===== config.mk =====
export PLATFORM = sky130hd
export DESIGN_NAME = stopwatch_ctrl
export DESIGN_NICKNAME = d
export VERILOG_FILES = /design/src/rtl/stopwatch_pkg.sv /design/src/rtl/btn_conditioner.sv /design/src/rtl/stopwatch_ctrl.sv
export SDC_FILE = /design/constraint.sdc
export NUM_CORES = 1
export LEC_CHECK = 0
export BUFFER_PORTS_ARGS = -buffer_cell sky130_fd_sc_hd__buf_2
export CORE_MARGIN = 8
export CORE_UTILIZATION = 63
export CTS_CLUSTER_SIZE = 40
export DETAILED_ROUTE_END_ITERATION = 7
export PLACE_DENSITY_LB_ADDON = 0.25
export SYNTH_ARGS = -nofsm -noshare
export SYNTH_HDL_FRONTEND = slang
export SYNTH_SLANG_ARGS = --single-unit

===== constraint.sdc =====
create_clock -name clk -period 5.05 [get_ports clk]
set_clock_uncertainty 0.15 [all_clocks]
set_input_delay 1.01 -clock clk [delete_from_list [all_inputs] [get_ports clk]]
set_output_delay 1.01 -clock clk [all_outputs]
set_load 0.02 [all_outputs]

===== src/rtl/stopwatch_pkg.sv =====
// rtl/stopwatch_pkg.sv - Shared state encoding, default limits and debounce sizing for the stopwatch controller.
package stopwatch_pkg;

  typedef enum logic [1:0] {
    IDLE  = 2'b00,
    RUN   = 2'b01,
    PAUSE = 2'b10,
    DONE  = 2'b11
  } state_t;

  localparam logic [7:0] MAX_READING_DEFAULT = 8'h99;

  function automatic int db_cycles(input int clk_freq, input int debounce_ms);
    return clk_freq / 1000 * debounce_ms;
  endfunction

endpackage


===== src/rtl/btn_conditioner.sv =====
// rtl/btn_conditioner.sv - Push-button synchroniser, debouncer and single-cycle press pulse generator.
module btn_conditioner
  import stopwatch_pkg::*;
#(
  parameter int DB_CYCLES = 8
) (
  input  logic clk,
  input  logic rst_n,
  input  logic btn_i,
  output logic pulse_o
);

  localparam int CW = (DB_CYCLES > 1) ? $clog2(DB_CYCLES) : 1;
  localparam logic [CW-1:0] CNT_LAST = CW'(DB_CYCLES - 1);

  logic          sync1_q, sync2_q;
  logic          level_q, level_d;
  logic          pulse_q, pulse_d;
  logic [CW-1:0] cnt_q, cnt_d;

  // Counter only runs while the synced level disagrees with the accepted one.
  always_comb begin
    cnt_d   = '0;
    level_d = level_q;
    pulse_d = 1'b0;
    if (sync2_q != level_q) begin
      if (cnt_q == CNT_LAST) begin
        level_d = sync2_q;
        pulse_d = sync2_q;
      end else begin
        cnt_d = cnt_q + 1'b1;
      end
    end
  end

  always_ff @(posedge clk or negedge rst_n) begin
    if (!rst_n) begin
      sync1_q <= 1'b0;
      sync2_q <= 1'b0;
      level_q <= 1'b0;
      pulse_q <= 1'b0;
      cnt_q   <= '0;
    end else begin
      sync1_q <= btn_i;
      sync2_q <= sync1_q;
      level_q <= level_d;
      pulse_q <= pulse_d;
      cnt_q   <= cnt_d;
    end
  end

  assign pulse_o = pulse_q;

endmodule


===== src/rtl/stopwatch_ctrl.sv =====
// rtl/stopwatch_ctrl.sv - Stopwatch control FSM driving the BCD timer and display path.
// Optional lap-hold display freeze is enabled by defining LAP_EN.
module stopwatch_ctrl
  import stopwatch_pkg::*;
#(
  parameter int         CLK_FREQ    = 100000000,
  parameter int         DEBOUNCE_MS = 10,
  parameter logic [7:0] MAX_READING = MAX_READING_DEFAULT
) (
  input  logic       clk,
  input  logic       rst_n,
  input  logic       btn_start_stop,
  input  logic       btn_clear,
  input  logic       btn_lap,
  input  logic [7:0] time_reading,
  output logic       init_regs,
  output logic       count_enabled,
  output logic [7:0] display_reading,
  output logic [1:0] ctrl_state
);

  localparam int DB_CYCLES = db_cycles(CLK_FREQ, DEBOUNCE_MS);

  state_t     state_q, state_d;
  logic       init_q, init_d;
  logic       count_q, count_d;
  logic [7:0] disp_q, disp_d;
  logic       ss_p, clr_p;

  btn_conditioner #(.DB_CYCLES(DB_CYCLES)) u_ss (
    .clk(clk), .rst_n(rst_n), .btn_i(btn_start_stop), .pulse_o(ss_p)
  );

  btn_conditioner #(.DB_CYCLES(DB_CYCLES)) u_clr (
    .clk(clk), .rst_n(rst_n), .btn_i(btn_clear), .pulse_o(clr_p)
  );

  // Clear dominates start_stop; reaching the limit dominates start_stop in RUN.
  always_comb begin
    state_d = state_q;
    case (state_q)
      IDLE:    if (!clr_p && ss_p) state_d = RUN;
      RUN: begin
        if (clr_p)                             state_d = IDLE;
        else if (time_reading == MAX_READING)  state_d = DONE;
        else if (ss_p)                         state_d = PAUSE;
      end
      PAUSE: begin
        if (clr_p)     state_d = IDLE;
        else if (ss_p) state_d = RUN;
      end
      DONE:    if (clr_p) state_d = IDLE;
      default: state_d = IDLE;
    endcase
    count_d = (state_d == RUN);
    init_d  = (state_d == IDLE) && ((state_q != IDLE) || clr_p);
  end

`ifdef LAP_EN
  logic lap_p;
  logic hold_q, hold_d;

  btn_conditioner #(.DB_CYCLES(DB_CYCLES)) u_lap (
    .clk(clk), .rst_n(rst_n), .btn_i(btn_lap), .pulse_o(lap_p)
  );

  // Hold only survives while staying in RUN; the capturing and releasing edges both load the live reading.
  always_comb begin
    hold_d = hold_q;
    if (state_d != RUN)                  hold_d = 1'b0;
    else if (state_q == RUN && lap_p)    hold_d = !hold_q;
    disp_d = (hold_q && hold_d) ? disp_q : time_reading;
  end

  always_ff @(posedge clk or negedge rst_n) begin
    if (!rst_n) hold_q <= 1'b0;
    else        hold_q <= hold_d;
  end
`else
  wire unused_lap = btn_lap;

  always_comb begin
    disp_d = time_reading;
  end
`endif

  always_ff @(posedge clk or negedge rst_n) begin
    if (!rst_n) begin
      state_q <= IDLE;
      init_q  <= 1'b1;
      count_q <= 1'b0;
      disp_q  <= 8'h00;
    end else begin
      state_q <= state_d;
      init_q  <= init_d;
      count_q <= count_d;
      disp_q  <= disp_d;
    end
  end

  assign init_regs       = init_q;
  assign count_enabled   = count_q;
  assign display_reading = disp_q;
  assign ctrl_state      = state_q;

endmodule


# After elaboration in Yosys (flattened, before gate mapping)
# Cells that the tools add are included.
dict set report classes {
  addsub 2
  eq_ne 9
  muxes 16
  n_reduce_logical 9
}
# operator n
set ops {}
lappend ops {{$mux 20} 4}
lappend ops {{$add 20x1->20 const B} 2}
lappend ops {{$eq 20x20->1 const B} 2}
lappend ops {{$mux 2} 7}
lappend ops {{$eq 8x8->1 const B} 1}
lappend ops {{$pmux 2 s4} 1}
lappend ops {{$eq 2x1->1 const B} 2}
lappend ops {{$eq 2x2->1 const B} 2}
lappend ops {{$logic_not 2->1} 2}
lappend ops {{$mux 1} 4}
lappend ops {{$reduce_and 2->1} 2}
lappend ops {{$logic_and 1x1->1} 2}
lappend ops {{$ne 1x1->1} 2}
lappend ops {{$reduce_bool 2->1} 1}
lappend ops {{$logic_not 1->1} 1}
lappend ops {{$logic_or 1x1->1} 1}
dict set report word_totals {
  regBits 60
  inputBits 13
  output_inout_bits 12
  elab_cells 50
}

# Depth between registers and ports, before layout
# Gate-level depths: netlist (run 1).
dict set report depth {
  ltp_word 6
  ltp_mapped 7
  depth_no_buf 5
}

# By module
# A second synthesis (run 1) with hierarchy kept.
dict set report hier_totals {
  hier_cells 239
  hier_area_um2 2768.9
}
# mod instances cells_per_inst area_per_inst_um2 seq_area_each_um2
set by_module_without_submodules {}
lappend by_module_without_submodules {btn_conditioner 2 107 1184.9 600.6}
lappend by_module_without_submodules {stopwatch_ctrl 1 25 399.1 301.5}

# Worst setup path after synthesis (run 1)
# No wires, ideal clock.
dict set report synth_timing {
  kind {input port to flip-flop}
  start {input time_reading[3]}
  end {register count_q, in the netlist count_enabled}
  setup_time_ns 0.077
  arrival_ns 1.938
  t_required_ns 4.823
  setup_slack_ns 2.885
  stages 4
  n_path_buf 0
  cell_sequence {or4bb_1 > nor2_1 > or4b_2 > a21oi_1}
}
dict set report synth_between {
  elab_chain_len 5
}
# item line
set synth_rtl {}
lappend synth_rtl {{from (decl)} stopwatch_ctrl.sv:15} ;# input logic [7:0] time_reading,
lappend synth_rtl {{$eq 8x8->1} stopwatch_ctrl.sv:45} ;# else if (time_reading == MAX_READING) state_d = DONE;
lappend synth_rtl {{$mux 2} stopwatch_ctrl.sv:45}
lappend synth_rtl {{$mux 2} stopwatch_ctrl.sv:44} ;# if (clr_p) state_d = IDLE;
lappend synth_rtl {{$pmux 2 s4} stopwatch_ctrl.sv:41} ;# case (state_q)
lappend synth_rtl {{$eq 2x1->1} stopwatch_ctrl.sv:55} ;# count_d = (state_d == RUN);
lappend synth_rtl {{net count_d} stopwatch_ctrl.sv:26} ;# logic count_q, count_d;
lappend synth_rtl {{to (signal assigned)} stopwatch_ctrl.sv:96} ;# count_q <= count_d;
lappend synth_rtl {{to (decl)} stopwatch_ctrl.sv:26}
# The timed path passes the listed nets, and every way through them passes these cells.
# A chain may end at the register's enable or synchronous reset.

# Worst setup path after layout (run 1)
dict set report layout_timing {
  start {register u_clr.cnt_q[6]}
  end {register u_clr.cnt_q[2]}
}
dict set report layout_between {
  elab_chain_len 3
}
# item line
set layout_rtl {}
lappend layout_rtl {{from (decl)} btn_conditioner.sv:19} ;# logic [CW-1:0] cnt_q, cnt_d;
lappend layout_rtl {{from (signal assigned)} btn_conditioner.sv:48} ;# cnt_q <= cnt_d;
lappend layout_rtl {{$eq 20x20->1} btn_conditioner.sv:27} ;# if (cnt_q == CNT_LAST) begin
lappend layout_rtl {{$mux 20} btn_conditioner.sv:27}
lappend layout_rtl {{$mux 20} btn_conditioner.sv:26} ;# if (sync2_q != level_q) begin
lappend layout_rtl {{net u_clr.cnt_d[2]} btn_conditioner.sv:19}
# The timed path passes the listed nets, and every way through them passes these cells.

==> results of run 1 <==
registers in the layout (all words and copies together) (netlist names):
register and flops:
u_clr.cnt_q 20, u_ss.cnt_q 20, display_reading 8, ctrl_state 2
count_enabled 1, init_regs 1, u_clr.level_q 1, u_clr.pulse_o 1
u_clr.sync1_q 1, u_clr.sync2_q 1, u_ss.level_q 1, u_ss.pulse_o 1
u_ss.sync1_q 1, u_ss.sync2_q 1
power by group:
part	switching, mW	internal (mW)
Sequential	0.00614	0.489
Combinational	0.0247	0.0116
Clock	0.180	0.215
kinds of logic (layout without fill, tap and decap cells):
family / count (synthesis) / count (layout) / share of synthesized area
compound gates: 27 / 27 / 0.06009
xor+xnor: 27 / 27 / 0.08873
fa+ha+maj: 2 / 2 / 0.009388
buf+inv: 14 / 48 / 0.02629
flops: 60 / 60 / 0.5639
mux: 2 / 2 / 0.008450
simple gates: 114 / 114 / 0.2432
through the flow:
| stage | area, µm² | setup WS [ns] | std cells | utilization | hold slack, ns |
|---|---|---|---|---|---|
| after floorplan | 2665 | 2.885 | 246 | - | 0.1812 |
| after global placement | 2819 | 2.718 | 314 | 0.6997 | 0.1841 |
| after detailed placement | 2819 | 2.645 | 314 | 0.6997 | 0.1913 |
| after CTS | 3007 | 2.735 | 330 | 0.7463 | 0.2045 |
| after global routing | 3007 | 2.612 | 330 | 0.7463 | 0.2184 |
| final | 3007 | 2.711 | 330 | 0.7463 | 0.2023 |
worst paths after layout:
kind | endpoint | slack, ns | depth (start not counted)
max | u_clr.cnt_q[2]$_DFF_PN0_ | 2.71 | 4
min | u_clr.sync2_q$_DFF_PN0_ | 0.20 | 0
max reg2reg | u_clr.cnt_q[2]$_DFF_PN0_ | 2.71 | 4
min reg2reg | u_clr.sync2_q$_DFF_PN0_ | 0.20 | 0
max in group asynchronous | display_reading[5]$_DFF_PN0_ | 3.60 | 2
min in group asynchronous | u_clr.cnt_q[16]$_DFF_PN0_ | 0.67 | 2
final cells by class:
| cell class | instances | area (µm²) |
|---|---|---|
| sequential | 60 | 1503 |
| multi-input combinational | 172 | 1097 |
| fill | 282 | 1022 |
| clock buffer | 12 | 165.2 |
| timing repair buffer | 25 | 130.1 |
| tap | 50 | 62.56 |
| inverter | 7 | 26.28 |
| clock inverter | 4 | 22.52 |
routing by layer:
| metal | global-route usage | wire (µm) |
|---|---|---|
| met1 | 0.1978 | 2366 |
| met3 | 0.04967 | 292 |
| met5 | 0 | 0 |
| met2 | 0.2574 | 2277 |
| met4 | 0.08750 | 93 |
layout by cell type (no fill, tap or decap), types with 3 or more instances in the layout:
master    Yosys  routed
nand4_1       7       7
clkbuf_8      0      12
dfrtp_1      59      59
or4b_2        3       3
or4_1         6       6
inv_1         7       7
clkinv_2      0       3
or3_1         6       6
o31ai_1       8       7
xor2_1       12      12
nand2_1      11      11
nand3_1      15      15
o21ai_0       5       5
nor4_1        7       7
a21oi_1      13      13
xnor2_1      15      15
nor3_1        7       7
nor2_1       31      31
buf_2         1      23
==> results.toml, run 1 <==
[synth]
synthesis.nets = 261
synth_top_area_cell = "dfrtp_1"
synth-main-ff-cell = "dfrtp_1"
yosysSeqAreaShare = 0.5638
synth.area.top_cells = "dfrtp_1, xnor2_1, nor2_1"
yosys_warnings = 0
synth-seq-cells = 60
netlist_area_um2 = 2665
syn_avg_cell_area_um2 = 10.83
synth_most_common_cell = "dfrtp_1"
synth_edf_count = 0
netlist.area_leader.share = 0.5540
synthArstFlopShare = 1.000
synth_cell_type_count = 42
synthCells = 246
yosys-top-cells-count = "dfrtp_1, nor2_1, nand3_1, xnor2_1, a21oi_1"

[status]
run_status = "complete, no violations"

[worst_setup_path]
path_delay_family = "simple AND/OR/NAND/NOR gates"
crit_required_ns = 5.10
cp_data_arrival_time_ns = 2.39
cp_slowest_cell = "or4b_2"
worstSetupPathType = "flop to flop"
path_max_fanout = 19
cp_cell_sequence = "or4b_2, nor4_1, a21bo_2, nor2_1"
startpoint = "u_clr.cnt_q[6]$_DFF_PN0_"
cp.buffers_inverters = 0
crit_path_start_kind = "flop"
rr_startpoint = "u_clr.cnt_q[6]$_DFF_PN0_"
slowest_delay_ns = 0.66
end_kind = "flop"

[routing]
wl_um = 5030
firstDrtPassIters = 4
wl_per_cell_um = 15.24
detail-route-antenna-nets = 0
via_per_inst = 5.830
drc = 0
drtIter0Drc = 107
vias = 1924

[placed_design]
hpwl_um = 3390
place.gp.congestion = 0.7982
port_buffers = 23

[clock_network]
postCtsSetupBuffers = 0
cts_buffer_depth = 2
path_clk_slew_ns = 0.06
cts_made_buffers = 9
cts_tree = "done"
hold_buffers = 0
insertion_delay_ns = 0.33
cts_num_sinks = 60
post_cts_resized = 0
cts_max_level = 3
clockRootBuffer = "clkbuf_8"

[min_path]
hp-class = "flop to flop"
hold_start = "u_clr.sync1_q$_DFF_PN0_"

[final_layout]
num-nets-final = 290
syn2layout_area_growth_pct = 12.82
diodes = 0
final_layout_size_suffix_gt1_frac = 0.2000

[timing]
final-setup-viol-count = 0
setup-tns-final_ns = 0
period_minus_slack_ns = 2.339
rsz0062_at_grt = "no"
final_hold_viol_count = 0
period_share = 0.4632
slew_headroom = 0.5170
max_freq_mhz = 427.5
slew_viol_final = 0
tightest_slew_ns = 0.7246

[floorplan]
std_cell_rows = 23
die_h_um = 81.04
start_util = 0.6615
die_area_um2 = 6567
die_w_um = 81.04
num_io_pins = 25
core_area_um2 = 4029

[grt]
grt_first_pass_wirelength_um = 8259
grt_pass1_vias = 1872
gr-total-overflow = 0
grt_max_degree = 61
antenna_found_initial = 0
grt_usage = 0.1634

[flow_run]
maxCapViolCount = 0

[power]
p_leak_nw = 1.279
p_per_area_nw_per_um2 = 308.3
ir_worst_vdd_mv = 0.2529
p_total_uw = 926.9
No activity file was read; power rests on OpenSTA's default activity.
==> inputs of run 2 (changes only) <==
--- a/config.mk
+++ b/config.mk
@@ -7,7 +7,7 @@
 export LEC_CHECK = 0
 export BUFFER_PORTS_ARGS = -buffer_cell sky130_fd_sc_hd__buf_2
 export CORE_MARGIN = 8
-export CORE_UTILIZATION = 63
+export CORE_UTILIZATION = 52
 export CTS_CLUSTER_SIZE = 40
 export DETAILED_ROUTE_END_ITERATION = 7
 export PLACE_DENSITY_LB_ADDON = 0.25
==> constraint.sdc (replaced) <==
create_clock -name clk -period 1.9 [get_ports clk]
set_clock_uncertainty 0.15 [all_clocks]
set_input_delay 0.38 -clock clk [delete_from_list [all_inputs] [get_ports clk]]
set_output_delay 0.38 -clock clk [all_outputs]
set_load 0.02 [all_outputs]
==> run 2 against run 1 <==
Compared with the run above:
- critical path depth grew 1
- first-iteration DRC count fell by 12%
- the flow now finishes with violations (negative setup slack)
- via count rose by 11%
- sequential power grew to 2.6 times the previous value
- critical endpoint is now u_clr.cnt_q[8]$_DFF_PN0_
- routed wire length grew 18%
- utilization decreased by 3.4 points
- flip-flop and latch count stayed put
- highest routed layer unchanged
==> results.toml, run 2 (synthesis results as in run 1) <==
[status]
run_status = "finished, violations left"
failed_checks = "negative setup slack"

[clock_network]
cts_buffer_depth = 2
cts_tree = "done"
path_clk_slew_ns = 0.07
cts_made_buffers = 9
clockRootBuffer = "clkbuf_8"
cts_max_level = 3
insertion_delay_ns = 0.34
cts_num_sinks = 60

[routing]
vias = 2128
via_per_inst = 5.294
drtIter0Drc = 94
detail-route-antenna-nets = 0
wl_um = 5949
drc = 0
firstDrtPassIters = 4
wl_per_cell_um = 14.80

[worst_setup_path]
end_kind = "flop"
path_max_fanout = 10
path_delay_family = "simple AND/OR/NAND/NOR gates"
cp_slowest_cell = "or4b_4"
cp.buffers_inverters = 1
slowest_delay_ns = 0.55
worstSetupPathType = "flop to flop"
rr_startpoint = "u_clr.cnt_q[8]$_DFF_PN0_"
reg2reg_slack_ns = -0.03
crit_path_start_kind = "flop"
startpoint = "u_clr.cnt_q[8]$_DFF_PN0_"
cp_cell_sequence = "or4b_4, nor4_4, a21bo_2, buf_6, nor2_1"
cp_data_arrival_time_ns = 2.01
crit_required_ns = 1.97

[grt]
grt_first_pass_wirelength_um = 9894
grt_usage = 0.1685
antenna_found_initial = 0
gr-total-overflow = 0
grt_max_degree = 61
grt_pass1_vias = 2161

[timing]
layout_setup_ws_ns = -0.03238
tightest_slew_ns = 0.3478
final-setup-viol-count = 22
rsz0062_at_grt = "yes"
slew_headroom = 0.7660
setup-tns-final_ns = -0.4384
slew_viol_final = 0
period_minus_slack_ns = 1.932
final_hold_viol_count = 0
max_freq_mhz = 517.5
period_share = 1.017

[floorplan]
start_util = 0.5285
core_area_um2 = 5042
die_w_um = 87.59
std_cell_rows = 26
num_io_pins = 25
die_area_um2 = 7672
die_h_um = 87.59

[min_path]
hold_start = "time_reading[2]"
hp-class = "input port to flop"

[power]
ir_worst_vdd_mv = 0.5987
p_per_area_nw_per_um2 = 695.5
p_leak_nw = 1.568

[final_layout]
layout_commonest_cell = "dfrtp_1"
diodes = 0
final_cell_mix = "dfrtp_1, buf_4, nor2_1"
syn2layout_area_growth_pct = 34.84
final_layout_size_suffix_gt1_frac = 0.3494
num-nets-final = 342
layout.cells.non_filler = 402

[flow_run]
maxCapViolCount = 0

[placed_design]
port_buffers = 23
hpwl_um = 3875
place_inst = 372
place.gp.congestion = 0.8017
[run 2: per-stage QoR]
| stage | hold slack [ns] | instance area [µm²] | total power, mW | utilization | worst slack, ns |
|---|---|---|---|---|---|
| finish | 0.01825 | 3593 | 2.499 | 0.7127 | -0.03238 |
| global route | 0.003298 | 3593 | 2.616 | 0.7127 | -0.1190 |
| CTS | 0.001292 | 3475 | 2.515 | 0.6891 | -0.03629 |
| detailed placement | 0.1918 | 3171 | 1.468 | 0.6288 | -0.05304 |
| global placement | 0.1814 | 3171 | 1.463 | 0.6288 | -0.03645 |
| floorplan | -0.06559 | 2698 | 1.386 | - | -0.02706 |
[run 2: per-layer routing]
| layer | up-vias | track usage | part of all wire |
|---|---|---|---|
| met5 | - | 0 | 0 |
| met4 | 0 | 0.07813 | 0.028 |
| met3 | 16 | 0.05722 | 0.030 |
| met2 | 27 | 0.2858 | 0.52 |
| met1 | 1035 | 0.1862 | 0.42 |
| li1 | 1050 | - | - |
[run 2: cell type report]
cell class / count / area (µm²)
multi-input cells: 172 / 1220
clock inverters: 4 / 25.02
repair buffers: 77 / 574.3
clock buffers: 12 / 155.1
flip-flops and latches: 60 / 1505
well taps: 70 / 87.58
inverters: 7 / 26.28
fillers: 348 / 1449
[run 2: path summary, 6_finish.rpt]
check | cells after the start | endpoint
hold reg to reg | 0 | u_clr.sync2_q$_DFF_PN0_
setup / recovery | 5 | u_clr.cnt_q[8]$_DFF_PN0_
max in group asynchronous | 3 | init_regs$_DFF_PN1_
hold / removal | 1 | display_reading[2]$_DFF_PN0_
min in group asynchronous | 3 | u_clr.cnt_q[10]$_DFF_PN0_
setup reg to reg | 5 | u_clr.cnt_q[8]$_DFF_PN0_
[run 2: report_power, final]
part	total (mW)	internal (mW)	switching, mW
sequential	1.31	1.30	0.0113
clock	1.03	0.540	0.489
combinational	0.158	0.0728	0.0857
total	2.50	1.91	0.586
[run 2: timing repair]
action                                 4_1_cts  5_1_grt
setup buffers                                2        4
gates resized for setup                      8       19
setup endpoints to repair                   36       45
hold buffers                                 7        1
pin swaps                                    2        6
gates cloned                                 1        0
endpoints found under the hold margin       65        1
==> inputs of run 3 (changes only) <==
--- a/config.mk
+++ b/config.mk
@@ -7,10 +7,12 @@
 export LEC_CHECK = 0
 export BUFFER_PORTS_ARGS = -buffer_cell sky130_fd_sc_hd__buf_2
 export CORE_MARGIN = 8
-export CORE_UTILIZATION = 52
+export CORE_UTILIZATION = 58
 export CTS_CLUSTER_SIZE = 40
 export DETAILED_ROUTE_END_ITERATION = 7
 export PLACE_DENSITY_LB_ADDON = 0.25
+export RECOVER_POWER = 100
 export SYNTH_ARGS = -nofsm -noshare
 export SYNTH_HDL_FRONTEND = slang
+export SYNTH_HIERARCHICAL = 1
 export SYNTH_SLANG_ARGS = --single-unit
==> constraint.sdc (replaced) <==
create_clock -name clk -period 2.2 [get_ports clk]
set_clock_uncertainty 0.15 [all_clocks]
set_input_delay 0.44 -clock clk [delete_from_list [all_inputs] [get_ports clk]]
set_output_delay 0.44 -clock clk [all_outputs]
set_load 0.02 [all_outputs]
==> run 3 against run 2 <==
Compared with the run above:
- the flow now finishes without violations
- area after synthesis grew 3.9%
- worst setup slack improved by 0.14 ns
- die area is 5.6% lower
- maximum frequency down 7.4%
- non-clock buffer count is 44 lower
- final cell count is 16% lower
- utilization down 4.3 points
- flip-flop and latch count did not move
- sequential share of layout area up 6.2 points
- design area is 13% lower
- routed wire length decreased by 11%
- highest routed layer unchanged
==> results.toml, run 3 <==
[status]
run_status = "complete, no violations"

[synth]
yosys_warnings = 6
netlist.area_leader.share = 0.5332
synth_edf_count = 0
yosys-top-cells-count = "dfrtp_1, nor2_1, xnor2_1, xor2_1, nand2_1"
synth_top_area_cell = "dfrtp_1"
synth_cell_type_count = 39
synth.area.top_cells = "dfrtp_1, nor2_1, xnor2_1"
synth-main-ff-cell = "dfrtp_1"
synthCells = 239
synthesis.nets = 254
synthArstFlopShare = 1.000
synth_most_common_cell = "dfrtp_1"
syn_avg_cell_area_um2 = 11.59
synth-seq-cells = 60
netlist_area_um2 = 2769
yosysSeqAreaShare = 0.5427

[final_layout]
multiInputGateArea_um2 = 1184
fillers = 366
regArea_um2 = 1503
diodes = 0
stdcell_area_um2 = 3122
final_layout_size_suffix_gt1_frac = 0.1614
final_cell_mix = "dfrtp_1, nor2_1, clkbuf_1"
syn2layout_area_growth_pct = 12.74
num-nets-final = 295
layout_commonest_cell = "dfrtp_1"
layout.cells.non_filler = 339

[clock_network]
cts_max_level = 3
clockRootBuffer = "clkbuf_8"
cts_buffer_depth = 2
path_clk_slew_ns = 0.06
cts_tree = "done"
cts_num_sinks = 60
cts_made_buffers = 9
postCtsSetupBuffers = 0
insertion_delay_ns = 0.33

[worst_setup_path]
end_kind = "flop"
slowest_delay_ns = 0.54
reg2reg_slack_ns = 0.11
cp_slowest_cell = "or4_4"
cp_data_arrival_time_ns = 2.15
reg2regPathDepth = 4
rr_startpoint = "u_clr/cnt_q[11]$_DFF_PN0_"
cp_cell_sequence = "nor4_1, nand4_2, or4_4, mux2_1"
worstSetupPathType = "flop to flop"
startpoint = "u_clr/cnt_q[11]$_DFF_PN0_"
crit_required_ns = 2.26
crit_path_start_kind = "flop"
path_max_fanout = 4

[min_path]
whs_path_depth = 1
hp-class = "input port to flop"
hold_start = "btn_start_stop"

[grt]
grt_first_pass_wirelength_um = 9432
grt_max_degree = 26
grt_pass1_vias = 1995
grt_usage = 0.1656
antenna_found_initial = 0
gr-total-overflow = 0

[timing]
period_minus_slack_ns = 2.088
slew_headroom = 0.5816
final-setup-viol-count = 0
max_freq_mhz = 479.0
tightest_slew_ns = 0.6277
rsz0062_at_grt = "no"
slew_viol_final = 0
final_hold_viol_count = 0
setup-tns-final_ns = 0
period_share = 0.9490

[routing]
drtIter0Drc = 133
firstDrtPassIters = 4
detail-route-antenna-nets = 0
vias = 1938
drc = 0
via_per_inst = 5.717
wl_per_cell_um = 15.61
wl_um = 5292

[floorplan]
std_cell_rows = 25
num_io_pins = 25
die_area_um2 = 7241
die_w_um = 85.10
start_util = 0.5941
die_h_um = 85.10
core_area_um2 = 4661

[placed_design]
place_inst = 322
port_buffers = 23
hpwl_um = 3691
place.gp.congestion = 0.7783
placed_area_um2 = 3013

[power]
p_per_area_nw_per_um2 = 710.9
p_leak_nw = 1.290
ir_worst_vdd_mv = 0.4345

[flow_run]
maxCapViolCount = 0
-- run 3: metrics by stage --
stage            util  hold WS [ns]  setup WS [ns]  power [mW]
2_1_floorplan       -     -0.005591         0.2660       1.196
3_3_place_gp   0.6464        0.1832         0.1909       1.254
3_5_place_dp   0.6464        0.1864         0.1642       1.257
4_1_cts        0.6921       0.05193         0.1538       2.257
5_1_grt        0.6698       0.04683        0.04912       2.307
6_report       0.6698       0.06409         0.1122       2.219
-- run 3: logic make-up after synthesis --
logic type	share of synthesized area
and+or+nand+nor	0.2571
buffers and inverters	0.01220
AOI/OAI and AO/OA	0.06868
xor gates and xnor gates	0.08857
DFF	0.5427
adders and majority gates	0.009036
muxes	0.02169
-- run 3: what timing repair did --
item / 4_1_cts / 5_1_grt
endpoints found under the hold margin: 22 / 0
hold buffers: 1 / 0
resized for setup: 0 / 0
-- run 3: layout make-up --
class	instances	share of cell area
flip-flops and latches	60	0.4814
multi-input cells	172	0.3792
clock buffers	12	0.04970
repair buffers	33	0.04810
well taps	54	0.02164
clock inverters	4	0.01523
inverters	4	0.004810
-- run 3: final timing paths --
path / to
worst min register to register: u_ss/sync2_q$_DFF_PN0_
worst max register to register: u_clr/level_q$_DFFE_PN0P_
worst max-delay path: u_clr/level_q$_DFFE_PN0P_
min in group asynchronous: u_clr/cnt_q[17]$_DFF_PN0_
worst min-delay path: u_ss/sync1_q$_DFF_PN0_
max in group asynchronous: u_clr/cnt_q[6]$_DFF_PN0_
-- run 3: metal layers --
layer / global-route usage / routed length [µm] / vias to the layer above
met2: 0.2820 / 2837 / 19
met3: 0.03185 / 135 / 9
met1: 0.1889 / 2230 / 964
met5: 0 / 0 / -
met4: 0.09709 / 88 / 0
li1: - / - / 946
-- run 3: power breakdown --
group          switching, mW  internal [mW]
clock                  0.414          0.581
sequential            0.0129           1.12
combinational         0.0595         0.0281
-- run 3: worst max-delay path, delay by kind of cell (launching register included) --
family	cells	cell delay [ns]
multiplexers	1	0.33
flip-flops	1	0.41
AND/OR/NAND/NOR	3	1.08
